$ cat src/rtl/pf_ddr_ca_pkg.sv
// Shared types and helpers for the DDR address/command lane controller.
package pf_ddr_ca_pkg;

    typedef enum logic [2:0] {
        ST_IDLE,
        ST_LOAD,
        ST_SETUP,
        ST_MOVE,
        ST_GAP,
        ST_DONE
    } eng_state_e;

    localparam logic DIR_INC = 1'b1;
    localparam logic DIR_DEC = 1'b0;

    // Width of a lane index; a single-lane bank still needs one bit.
    function automatic int lane_idx_w(input int n);
        return (n > 1) ? $clog2(n) : 1;
    endfunction

endpackage

$ cat src/rtl/pf_ddr_dly_step_fsm.sv
// Delay-line step engine: walks one lane's IOD tap from its current value to
// a requested target with LOAD/DIRECTION/MOVE pulses, and keeps the tap table.
module pf_ddr_dly_step_fsm
    import pf_ddr_ca_pkg::*;
#(
    parameter int NUM_LANES = 15,
    parameter int TAP_W     = 8,
    parameter int LOAD_TAP  = 1,
    parameter int MOVE_GAP  = 3,
    parameter int LANE_W    = lane_idx_w(NUM_LANES)
) (
    input  logic                 clk,
    input  logic                 rst_n,
    input  logic                 cal_req,
    input  logic [LANE_W-1:0]    cal_lane,
    input  logic [TAP_W-1:0]     cal_tap,
    output logic                 cal_ack,
    output logic                 cal_err,
    output logic [TAP_W-1:0]     tap_rd,
    output logic [NUM_LANES-1:0] dl_load,
    output logic [NUM_LANES-1:0] dl_move,
    output logic [NUM_LANES-1:0] dl_dir,
    input  logic [NUM_LANES-1:0] dl_oor,
    output logic                 idle,
    output logic                 req_acc
);

    localparam int GAP_W = (MOVE_GAP > 1) ? $clog2(MOVE_GAP) : 1;
    localparam logic [TAP_W-1:0] LOAD_TAP_V = TAP_W'(LOAD_TAP);
    localparam logic [GAP_W-1:0] GAP_LAST   = GAP_W'(MOVE_GAP - 1);

    eng_state_e           state_q, state_d;
    logic [LANE_W-1:0]    lane_q;
    logic [TAP_W-1:0]     tgt_q;
    logic                 err_q;
    logic [GAP_W-1:0]     gap_q;
    logic [NUM_LANES-1:0] known_q;
    logic [TAP_W-1:0]     tap_q [NUM_LANES];

    logic                 req_in_range, req_known, oor_hit, gap_last, step_inc;
    logic [TAP_W-1:0]     req_tap, cur_tap, step_tap;
    logic [NUM_LANES-1:0] lane_oh, req_oh;

    // Out-of-range lane numbers decode to an empty one-hot, so they can never
    // raise a pulse or read as known.
    assign req_in_range = {1'b0, cal_lane} < (LANE_W + 1)'(NUM_LANES);
    assign req_oh       = NUM_LANES'(1) << cal_lane;
    assign req_known    = |(known_q & req_oh);
    assign req_tap      = req_in_range ? tap_q[cal_lane] : '0;
    assign lane_oh      = NUM_LANES'(1) << lane_q;
    assign cur_tap      = tap_q[lane_q];
    // Direction never flips mid-request: the walk stops the moment cur == tgt.
    assign step_inc     = (tgt_q > cur_tap) ? DIR_INC : DIR_DEC;
    assign step_tap     = (step_inc == DIR_INC) ? cur_tap + TAP_W'(1) : cur_tap - TAP_W'(1);
    assign gap_last     = (gap_q == GAP_LAST);
    assign oor_hit      = |(dl_oor & lane_oh);
    assign idle         = (state_q == ST_IDLE);
    assign req_acc      = idle & cal_req;
    assign tap_rd       = req_tap;

    // State register.
    always_ff @(posedge clk or negedge rst_n) begin
        if (!rst_n) state_q <= ST_IDLE;
        else        state_q <= state_d;
    end

    // Next-state logic.
    always_comb begin
        state_d = state_q;
        case (state_q)
            ST_IDLE: begin
                if (cal_req) begin
                    if (!req_in_range)          state_d = ST_DONE;
                    else if (!req_known)        state_d = ST_LOAD;
                    else if (req_tap == cal_tap) state_d = ST_DONE;
                    else                        state_d = ST_SETUP;
                end
            end
            ST_LOAD:  state_d = (LOAD_TAP_V == tgt_q) ? ST_DONE : ST_SETUP;
            ST_SETUP: state_d = ST_MOVE;
            ST_MOVE:  state_d = ST_GAP;
            ST_GAP: begin
                if (gap_last) begin
                    if (oor_hit)                state_d = ST_DONE;
                    else if (step_tap == tgt_q) state_d = ST_DONE;
                    else                        state_d = ST_MOVE;
                end
            end
            ST_DONE:  state_d = ST_IDLE;
            default:  state_d = ST_IDLE;
        endcase
    end

    // Output decode; only the addressed lane's bits can assert.
    always_comb begin
        cal_ack = 1'b0;
        cal_err = 1'b0;
        dl_load = '0;
        dl_move = '0;
        dl_dir  = '0;
        case (state_q)
            ST_LOAD: dl_load = lane_oh;
            ST_SETUP, ST_GAP: dl_dir = (step_inc == DIR_INC) ? lane_oh : '0;
            ST_MOVE: begin
                dl_move = lane_oh;
                dl_dir  = (step_inc == DIR_INC) ? lane_oh : '0;
            end
            ST_DONE: begin
                cal_ack = 1'b1;
                cal_err = err_q;
            end
            default: ;
        endcase
    end

    // Engine control: error flag, gap counter, known bits (cleared on reset).
    always_ff @(posedge clk or negedge rst_n) begin
        if (!rst_n) begin
            err_q   <= 1'b0;
            gap_q   <= '0;
            known_q <= '0;
        end else begin
            if (req_acc)
                err_q <= ~req_in_range;
            else if (state_q == ST_GAP && gap_last && oor_hit)
                err_q <= 1'b1;
            gap_q <= (state_q == ST_GAP) ? gap_q + GAP_W'(1) : '0;
            if (state_q == ST_LOAD)
                known_q <= known_q | lane_oh;
        end
    end

    // Request capture: lane and target held for the whole walk.
    always_ff @(posedge clk) begin
        if (req_acc) begin
            lane_q <= cal_lane;
            tgt_q  <= cal_tap;
        end
    end

    // Tap table; contents are meaningful only while the known bit is set.
    always_ff @(posedge clk) begin
        if (state_q == ST_LOAD)
            tap_q[lane_q] <= LOAD_TAP_V;
        else if (state_q == ST_GAP && gap_last && !oor_hit)
            tap_q[lane_q] <= step_tap;
    end

endmodule

$ cat src/rtl/pf_ddr_ca_lane_ctrl.sv
// DDR address/command lane controller: registers 4:1 command beats onto the
// IOD TX/OE slots, parks idle lanes on their last level, and hosts the
// per-lane delay-line step engine.
module pf_ddr_ca_lane_ctrl
    import pf_ddr_ca_pkg::*;
#(
    parameter int NUM_LANES = 15,
    parameter int RATIO     = 4,
    parameter int TAP_W     = 8,
    parameter int LOAD_TAP  = 1,
    parameter int MOVE_GAP  = 3
) (
    input  logic                               FAB_CLK,
    input  logic                               ARST_N,
    input  logic                               OE_EN,
    input  logic                               CMD_VALID,
    output logic                               CMD_READY,
    input  logic [NUM_LANES*RATIO-1:0]         CMD_DATA,
    output logic [NUM_LANES*RATIO-1:0]         TX_DATA,
    output logic [NUM_LANES*RATIO-1:0]         OE_DATA,
    input  logic                               CAL_REQ,
    input  logic [lane_idx_w(NUM_LANES)-1:0]   CAL_LANE,
    input  logic [TAP_W-1:0]                   CAL_TAP,
    output logic                               CAL_ACK,
    output logic                               CAL_ERR,
    output logic [TAP_W-1:0]                   TAP_RD,
    output logic [NUM_LANES-1:0]               DELAY_LINE_LOAD,
    output logic [NUM_LANES-1:0]               DELAY_LINE_MOVE,
    output logic [NUM_LANES-1:0]               DELAY_LINE_DIRECTION,
    input  logic [NUM_LANES-1:0]               DELAY_LINE_OUT_OF_RANGE
);

    localparam int BUS_W = NUM_LANES * RATIO;

    logic [BUS_W-1:0] tx_p0;
    logic             oe_p0;
    logic             rst_done_q, req_acc_q;
    logic             eng_idle, eng_req_acc, beat_acc;

    // Every slot of a lane takes that lane's last-on-wire slot.
    function automatic logic [BUS_W-1:0] park_beat(input logic [BUS_W-1:0] beat);
        logic [BUS_W-1:0] p;
        p = '0;
        for (int i = 0; i < NUM_LANES; i++)
            p[i*RATIO +: RATIO] = {RATIO{beat[i*RATIO + RATIO - 1]}};
        return p;
    endfunction

    // rst_done_q keeps READY low while reset is held even though the engine idles.
    assign CMD_READY = rst_done_q & eng_idle & ~req_acc_q;
    assign beat_acc  = CMD_VALID & CMD_READY;
    assign TX_DATA   = tx_p0;
    assign OE_DATA   = {BUS_W{oe_p0}};

    // Stage p0: beat/park register, OE register and READY gating flags.
    always_ff @(posedge FAB_CLK or negedge ARST_N) begin
        if (!ARST_N) begin
            tx_p0      <= '0;
            oe_p0      <= 1'b0;
            rst_done_q <= 1'b0;
            req_acc_q  <= 1'b0;
        end else begin
            rst_done_q <= 1'b1;
            req_acc_q  <= eng_req_acc;
            oe_p0      <= OE_EN;
            tx_p0      <= beat_acc ? CMD_DATA : park_beat(tx_p0);
        end
    end

    pf_ddr_dly_step_fsm #(
        .NUM_LANES (NUM_LANES),
        .TAP_W     (TAP_W),
        .LOAD_TAP  (LOAD_TAP),
        .MOVE_GAP  (MOVE_GAP)
    ) u_step (
        .clk      (FAB_CLK),
        .rst_n    (ARST_N),
        .cal_req  (CAL_REQ),
        .cal_lane (CAL_LANE),
        .cal_tap  (CAL_TAP),
        .cal_ack  (CAL_ACK),
        .cal_err  (CAL_ERR),
        .tap_rd   (TAP_RD),
        .dl_load  (DELAY_LINE_LOAD),
        .dl_move  (DELAY_LINE_MOVE),
        .dl_dir   (DELAY_LINE_DIRECTION),
        .dl_oor   (DELAY_LINE_OUT_OF_RANGE),
        .idle     (eng_idle),
        .req_acc  (eng_req_acc)
    );

endmodule

$ cat config.mk
export PLATFORM = sky130hd
export DESIGN_NAME = pf_ddr_ca_lane_ctrl
export DESIGN_NICKNAME = d
export VERILOG_FILES = /design/src/rtl/pf_ddr_ca_pkg.sv /design/src/rtl/pf_ddr_dly_step_fsm.sv /design/src/rtl/pf_ddr_ca_lane_ctrl.sv
export SDC_FILE = /design/constraint.sdc
export NUM_CORES = 1
export LEC_CHECK = 0
export ABC_CLOCK_PERIOD_IN_PS = 5600
export CAP_MARGIN = 20
export CORE_MARGIN = 2
export CORE_UTILIZATION = 25
export DETAILED_ROUTE_END_ITERATION = 16
export GPL_TIMING_DRIVEN = 1
export SLEW_MARGIN = 20
export SYNTH_ARGS = -nofsm -noshare
export SYNTH_HDL_FRONTEND = slang
export SYNTH_HIERARCHICAL = 1
export SYNTH_SLANG_ARGS = --single-unit
$ cat constraint.sdc
create_clock -name FAB_CLK -period 5.6 [get_ports FAB_CLK]
set_input_delay 1.12 -clock FAB_CLK [delete_from_list [all_inputs] [get_ports FAB_CLK]]
set_output_delay 1.12 -clock FAB_CLK [all_outputs]
set_load 0.02 [all_outputs]
==> results_dict.tcl, run 1 <==
set metrics [dict create \
    fmaxAchievable_ghz 0.184 \
    clk_path_buf_depth 3 \
    final_layout_size_suffix_gt1_frac 0.200 \
    maxCapViolCount 0 \
    setup_viol 0 \
    grt_pass1_wl_um 50500 \
    ir_drop_v 0.000238 \
    yosys_most_used_dff "edfxtp_1" \
    worstSetupPathType "flip-flop to output port" \
    synth_seq_area_share 0.525 \
    slew_headroom 0.317 \
    dieArea_mm2 0.0486 \
    cp_cell_sequence "buf_8, mux4_2, mux4_2, inv_1, ha_1, nand3_1, nor2_1, a32oi_1, nand2_2, inv_1, o21ai_1, buf_4, nor2_1, clkdlybuf4s50_1" \
    slowest_delay_ns 0.62 \
    use_met3 0.0293 \
    end_kind "output port" \
    syn_nets 969 \
    finalHoldViolations 0 \
    cts.sinks 220 \
    cp_top_family "buffers and inverters" \
    tns_ns 0 \
    placed_area_mm2 0.0146 \
    antenna_found_initial 0 \
    vias 8070 \
    yosys-top-cells-area "edfxtp_1 (34%), dfrtp_1 (18%), mux4_2 (9.4%), mux2_4 (7.7%), buf_4 (3.9%)" \
    yosysWarningCount 6 \
    drt-wirelength-per-cell_um 20.7 \
    start_util 0.252 \
    syn_area_per_cell_um2 13.6 \
    synthCells 861 \
    arrival_ns 4.32 \
    first_pass_iters 5 \
    cts-htree-levels 1 \
    via_per_inst 4.71 \
    maxSlewViolCount 0 \
    use_met1 0.175 \
    core_mm2 0.0464 \
    p_leak_nw 5.80 \
    fp.dieH_um 220 \
    grt_max_degree 65 \
    overflow 0 \
    areaGrowthSynthToFinish_pct 32.1 \
    clock_latency_ns 0.57 \
    crit_end "DELAY_LINE_DIRECTION[10]" \
    grt_use_met2 0.243 \
    top_usage_layer "met2" \
    synth_top_area_share 0.339 \
    ys_ff_latch 220 \
    fp-row-count 79 \
    cp.depth 14 \
    final_area_mm2 0.0155 \
    cts_root_buf "clkbuf_16" \
    rrSetupSlack_ns 0.55 \
    r2r_cells 15 \
    netlist_area_mm2 0.0117 \
    synth-edff-count 132 \
    tritoncts "yes" \
    post_cts_buffers 0 \
    fin_crit_sh 0.971 \
    cts_made_buffers 27 \
    tightest_slew_ns 1.02 \
    async_flop_share 0.382 \
    hold_class "flip-flop to flip-flop" \
    ctsResizeCount 1 \
    synth_largest_area_cell "edfxtp_1" \
    worstPathMaxFanout 19 \
    clock-skew-final_ns 0.0206 \
    final_net_count 1194 \
    clkSlewWorstSetupHoldPaths_ns 0.06 \
    drc_errors 0 \
    crit_slowest_cell "clkdlybuf4s50_1" \
    antenna_cells 0 \
    period_needed_ns 5.44 \
    drt_iter0_markers 652 \
    ios 268 \
    gp_congestion 0.898 \
    grtUsageTotal 0.140 \
    grt_pass1_vias 7953 \
    holdBufCountCts 0 \
    dpl.hpwl_um 25600 \
    fp.dieW_um 220 \
    path_buf_inv 5 \
    rsz0062_at_grt "no" \
    cp_data_required_time_ns 4.48 \
    routed_wl_um 35500 \
    antenna_left 0 \
    powerDensity_mw_per_mm2 450 \
    status "completed" \
    timing.rr.end "u_step/tap_q[2][7]$_DFFE_PP_" \
    port_buffers 267 \
    ys_types 75 \
    worst_setup_path_start_kind "flip-flop" \
]
cell usage after synthesis (3+ instances only):
library cell	n
o21ai_1	7
o22ai_1	3
buf_1	3
a21o_1	4
nand3_1	10
buf_2	9
o221ai_1	3
and3_1	4
a22oi_1	6
and2_1	6
buf_4	61
nor4_1	3
buf_6	6
o211ai_1	5
xor2_1	7
mux2_4	60
o21ai_0	19
mux2i_1	31
nor2b_1	11
xnor2_1	19
nand2_1	44
nor2_1	86
or2_2	15
nor3_1	11
ha_1	15
nand2b_1	10
mux2_2	9
mux4_2	49
a211oi_1	6
a21oi_1	19
a31oi_1	5
edfxtp_1	132
dfxtp_1	4
inv_1	20
dfrtp_1	84
or3_1	4
buf_12	6
clkbuf_1	19
nand4_1	3
metrics by stage:
stage | setup WS (ns) | instances | util | hold WS [ns] | power (W)
floorplan | 0.501 | 861 | - | 0.403 | 0.00428
global route | 0.00398 | 1713 | 0.333 | 0.434 | 0.00732
finish | 0.164 | 1713 | 0.333 | 0.422 | 0.00696
detailed placement | 0.449 | 1664 | 0.315 | 0.418 | 0.00533
CTS | 0.0630 | 1713 | 0.333 | 0.426 | 0.00701
global placement | 0.542 | 1664 | 0.315 | 0.414 | 0.00530
state kept, by name, indices dropped and copies added, names as in the netlist, named ones only:
register and cells:
u_step/err_q 1, req_acc_q 1, TX_DATA 60, u_step/tgt_q 8
rst_done_q 1, u_step/gap_q 2, u_step/tap_q 120, u_step/known_q 15
u_step/state_q 3, oe_p0 1, u_step/lane_q 4
metal layers:
layer | wire length [µm] | share of wire
met5 | 0 | 0
met3 | 2450 | 0.069
met2 | 17900 | 0.50
met1 | 14300 | 0.40
met4 | 860 | 0.024
cell families after synthesis:
kind of cell | count (synthesis) | synth area share
buffers and inverters | 127 | 0.0739
AND/OR/NAND/NOR | 215 | 0.0866
adder cells (fa/ha/maj) | 16 | 0.0178
other | 1 | 0.000320
flip-flops | 220 | 0.525
XOR/XNOR | 28 | 0.0235
multiplexers | 153 | 0.213
AO/OA/AOI/OAI | 101 | 0.0598
worst min path at each step:
stage | slack [ns] | from | to | cells after the start
2_1_floorplan | 0.40 | u_step/gap_q[0]$_DFF_PN0_ | u_step/gap_q[0]$_DFF_PN0_ | 1
3_3_place_gp | 0.41 | u_step/gap_q[0]$_DFF_PN0_ | u_step/gap_q[0]$_DFF_PN0_ | 1
3_5_place_dp | 0.42 | u_step/gap_q[0]$_DFF_PN0_ | u_step/gap_q[0]$_DFF_PN0_ | 1
4_1_cts | 0.43 | ARST_N | TX_DATA[11]$_DFFE_PN0P_ | 1
5_1_grt | 0.43 | u_step/gap_q[0]$_DFF_PN0_ | u_step/gap_q[0]$_DFF_PN0_ | 1
6_report | 0.42 | u_step/gap_q[0]$_DFF_PN0_ | u_step/gap_q[0]$_DFF_PN0_ | 1
placed cells by master, fill, tap and decap left out, types with 6 or more instances in the layout:
master	synthesis	final
xnor2_1	19	19
a21oi_1	19	19
and2_1	6	6
edfxtp_1	132	132
clkbuf_1	19	8
inv_1	20	20
mux2_4	60	60
clkdlybuf4s50_1	0	264
o21ai_1	7	7
dfrtp_1	84	84
nor2b_1	11	11
a22oi_1	6	6
or2_2	15	15
clkbuf_16	0	27
mux2i_1	31	30
mux4_2	49	49
o21ai_0	19	19
mux2_2	9	9
ha_1	15	15
nor2_1	86	86
a211oi_1	6	6
nand2b_1	10	10
xor2_1	7	7
clkinv_1	0	6
buf_4	61	32
nand2_1	44	43
nor3_1	11	11
nand3_1	10	10
report_power, final:
| group | total [W] | switching (W) | internal (W) |
|---|---|---|---|
| Combinational | 0.00302 | 0.00151 | 0.00152 |
| Clock | 0.00164 | 0.000689 | 0.000950 |
| Sequential | 0.00229 | 0.000243 | 0.00205 |
| Total | 0.00696 | 0.00244 | 0.00452 |
cell type report:
class / count / area (µm²)
Clock buffer: 36 / 719
Inverter: 22 / 82.6
Multi-Input combinational cell: 514 / 4700
Sequential cell: 220 / 6150
Fill cell: 4506 / 30900
Tap cell: 607 / 759
Clock inverter: 13 / 106
Timing Repair Buffer: 301 / 2940
No activity file was read; power rests on OpenSTA's default activity.
==> inputs of run 2 (changes only) <==
--- a/config.mk
+++ b/config.mk
@@ -5,7 +5,7 @@
 export SDC_FILE = /design/constraint.sdc
 export NUM_CORES = 1
 export LEC_CHECK = 0
-export ABC_CLOCK_PERIOD_IN_PS = 5600
+export ABC_CLOCK_PERIOD_IN_PS = 6800
 export CAP_MARGIN = 20
 export CORE_MARGIN = 2
 export CORE_UTILIZATION = 25
==> constraint.sdc (replaced) <==
create_clock -name FAB_CLK -period 6.8 [get_ports FAB_CLK]
set_input_delay 1.36 -clock FAB_CLK [delete_from_list [all_inputs] [get_ports FAB_CLK]]
set_output_delay 1.36 -clock FAB_CLK [all_outputs]
set_load 0.02 [all_outputs]
==> results_dict.tcl, run 2 (synthesis gave the netlist of run 1 again) <==
set metrics [dict create \
    antenna_found_initial 0 \
    maxCapViolCount 0 \
    maxSlewViolCount 0 \
    tritoncts "yes" \
    period_needed_ns 6.14 \
    worst_setup_path_start_kind "flip-flop" \
    arrival_ns 4.78 \
    grt_max_degree 68 \
    worstPathMaxFanout 15 \
    vias 7978 \
    post_cts_buffers 0 \
    worst_slack_ns 0.662 \
    tightest_slew_ns 1.19 \
    largest_register "u_step/tap_q" \
    gp_congestion 0.891 \
    finalHoldViolations 0 \
    overflow 0 \
    dpl.hpwl_um 25000 \
    fmaxAchievable_ghz 0.163 \
    ir_drop_v 0.000194 \
    areaGrowthSynthToFinish_pct 31.6 \
    final_layout_size_suffix_gt1_frac 0.197 \
    status "completed" \
    setup_viol 0 \
    grt_pass1_wl_um 49300 \
    antenna_left 0 \
    clkSlewWorstSetupHoldPaths_ns 0.06 \
    cts_made_buffers 27 \
    r2r_cells 18 \
    top_usage_layer "met2" \
    place_ws_ns 1.02 \
    ios 268 \
    final_net_count 1177 \
    core_mm2 0.0464 \
    drt-wirelength-per-cell_um 20.1 \
    hold_class "flip-flop to flip-flop" \
    dieArea_mm2 0.0486 \
    drt_iter0_markers 636 \
    fp.dieH_um 220 \
    fp-row-count 79 \
    final_common_cell "clkdlybuf4s50_1" \
    cts.sinks 220 \
    routed_wl_um 34200 \
    grtUsageTotal 0.136 \
    ctsResizeCount 0 \
    clk_path_buf_depth 3 \
    use_met3 0.0210 \
    start_util 0.252 \
    holdBufCountCts 0 \
    antenna_cells 0 \
    drc_errors 0 \
    via_per_inst 4.70 \
    rrSetupSlack_ns 1.44 \
    worst_hold_path.num_cells 1 \
    clock_latency_ns 0.56 \
    timing.rr.end "u_step/tap_q[13][6]$_DFFE_PP_" \
    port_buffers 267 \
    fin_crit_sh 0.903 \
    crit_end "DELAY_LINE_DIRECTION[4]" \
    cts_root_buf "clkbuf_16" \
    tns_ns 0 \
    grt_pass1_vias 7847 \
    rsz0062_at_grt "no" \
    use_met1 0.167 \
    slew_headroom 0.205 \
    cp_data_required_time_ns 5.44 \
    first_pass_iters 6 \
    end_kind "output port" \
    worstSetupPathType "flip-flop to output port" \
    p_leak_nw 5.75 \
    grt_use_met2 0.238 \
    cts-htree-levels 1 \
    clock-skew-final_ns 0.0205 \
    mostFrequentLayoutCells "clkdlybuf4s50_1 (264), edfxtp_1 (132), dfrtp_1 (84)" \
    powerDensity_mw_per_mm2 377 \
    largest_reg_flops 120 \
    fp.dieW_um 220 \
]
run 2: changes by cell type in the layout (fill, tap and decap cells not counted), sizes merged:
cell	change
buf	-17
clkbuf	+1
bufinv	+2
clkinv	-1
inv	-1
run 2: critical path, stage by stage (launching register included):
cell,delay [ns]
dfxtp_2,0.59
buf_4,0.33
mux4_2,0.52
and2_1,0.17
a211oi_1,0.21
a21oi_1,0.14
inv_1,0.13
ha_1,0.25
nand3_1,0.11
nor2_1,0.06
a32oi_1,0.20
nand2_1,0.23
inv_1,0.22
o21ai_2,0.24
nor2_1,0.19
clkdlybuf4s50_1,0.62
run 2: worst min path at each step:
stage	from	slack [ns]	end
floorplan	u_step/gap_q[0]$_DFF_PN0_	0.40	u_step/gap_q[0]$_DFF_PN0_
global placement	u_step/gap_q[0]$_DFF_PN0_	0.41	u_step/gap_q[0]$_DFF_PN0_
detailed placement	u_step/gap_q[0]$_DFF_PN0_	0.42	u_step/gap_q[0]$_DFF_PN0_
CTS	u_step/gap_q[0]$_DFF_PN0_	0.43	u_step/gap_q[0]$_DFF_PN0_
global route	u_step/gap_q[0]$_DFF_PN0_	0.46	u_step/gap_q[0]$_DFF_PN0_
finish	u_step/gap_q[0]$_DFF_PN0_	0.43	u_step/gap_q[0]$_DFF_PN0_
run 2: layout make-up:
| type | count | area (µm²) |
|---|---|---|
| fill | 4478 | 31000 |
| sequential | 220 | 6150 |
| multi-input combinational | 514 | 4710 |
| timing repair buffer | 284 | 2790 |
| tap | 607 | 759 |
| clock buffer | 37 | 753 |
| clock inverter | 13 | 163 |
| inverter | 22 | 82.6 |
run 2: stage by stage:
stage / util / cells / hold WS (ns) / instance area, µm² / power [W]
floorplan: - / 861 / 0.403 / 11700 / 0.00352
global placement: 0.312 / 1647 / 0.414 / 14500 / 0.00433
detailed placement: 0.312 / 1647 / 0.424 / 14500 / 0.00435
CTS: 0.332 / 1697 / 0.431 / 15400 / 0.00585
global route: 0.332 / 1697 / 0.462 / 15400 / 0.00612
finish: 0.332 / 1697 / 0.426 / 15400 / 0.00580
run 2: power breakdown:
part | internal (W) | switching (W)
combinational | 0.00123 | 0.00120
sequential | 0.00169 | 0.000218
clock | 0.000892 | 0.000573
run 2: routing by layer:
metal | part of all wire | routed length (µm) | vias up
met5 | 0 | 0 | -
met4 | 0.034 | 1170 | 0
met3 | 0.067 | 2270 | 56
met2 | 0.51 | 17400 | 375
met1 | 0.39 | 13300 | 4007
li1 | - | - | 3540
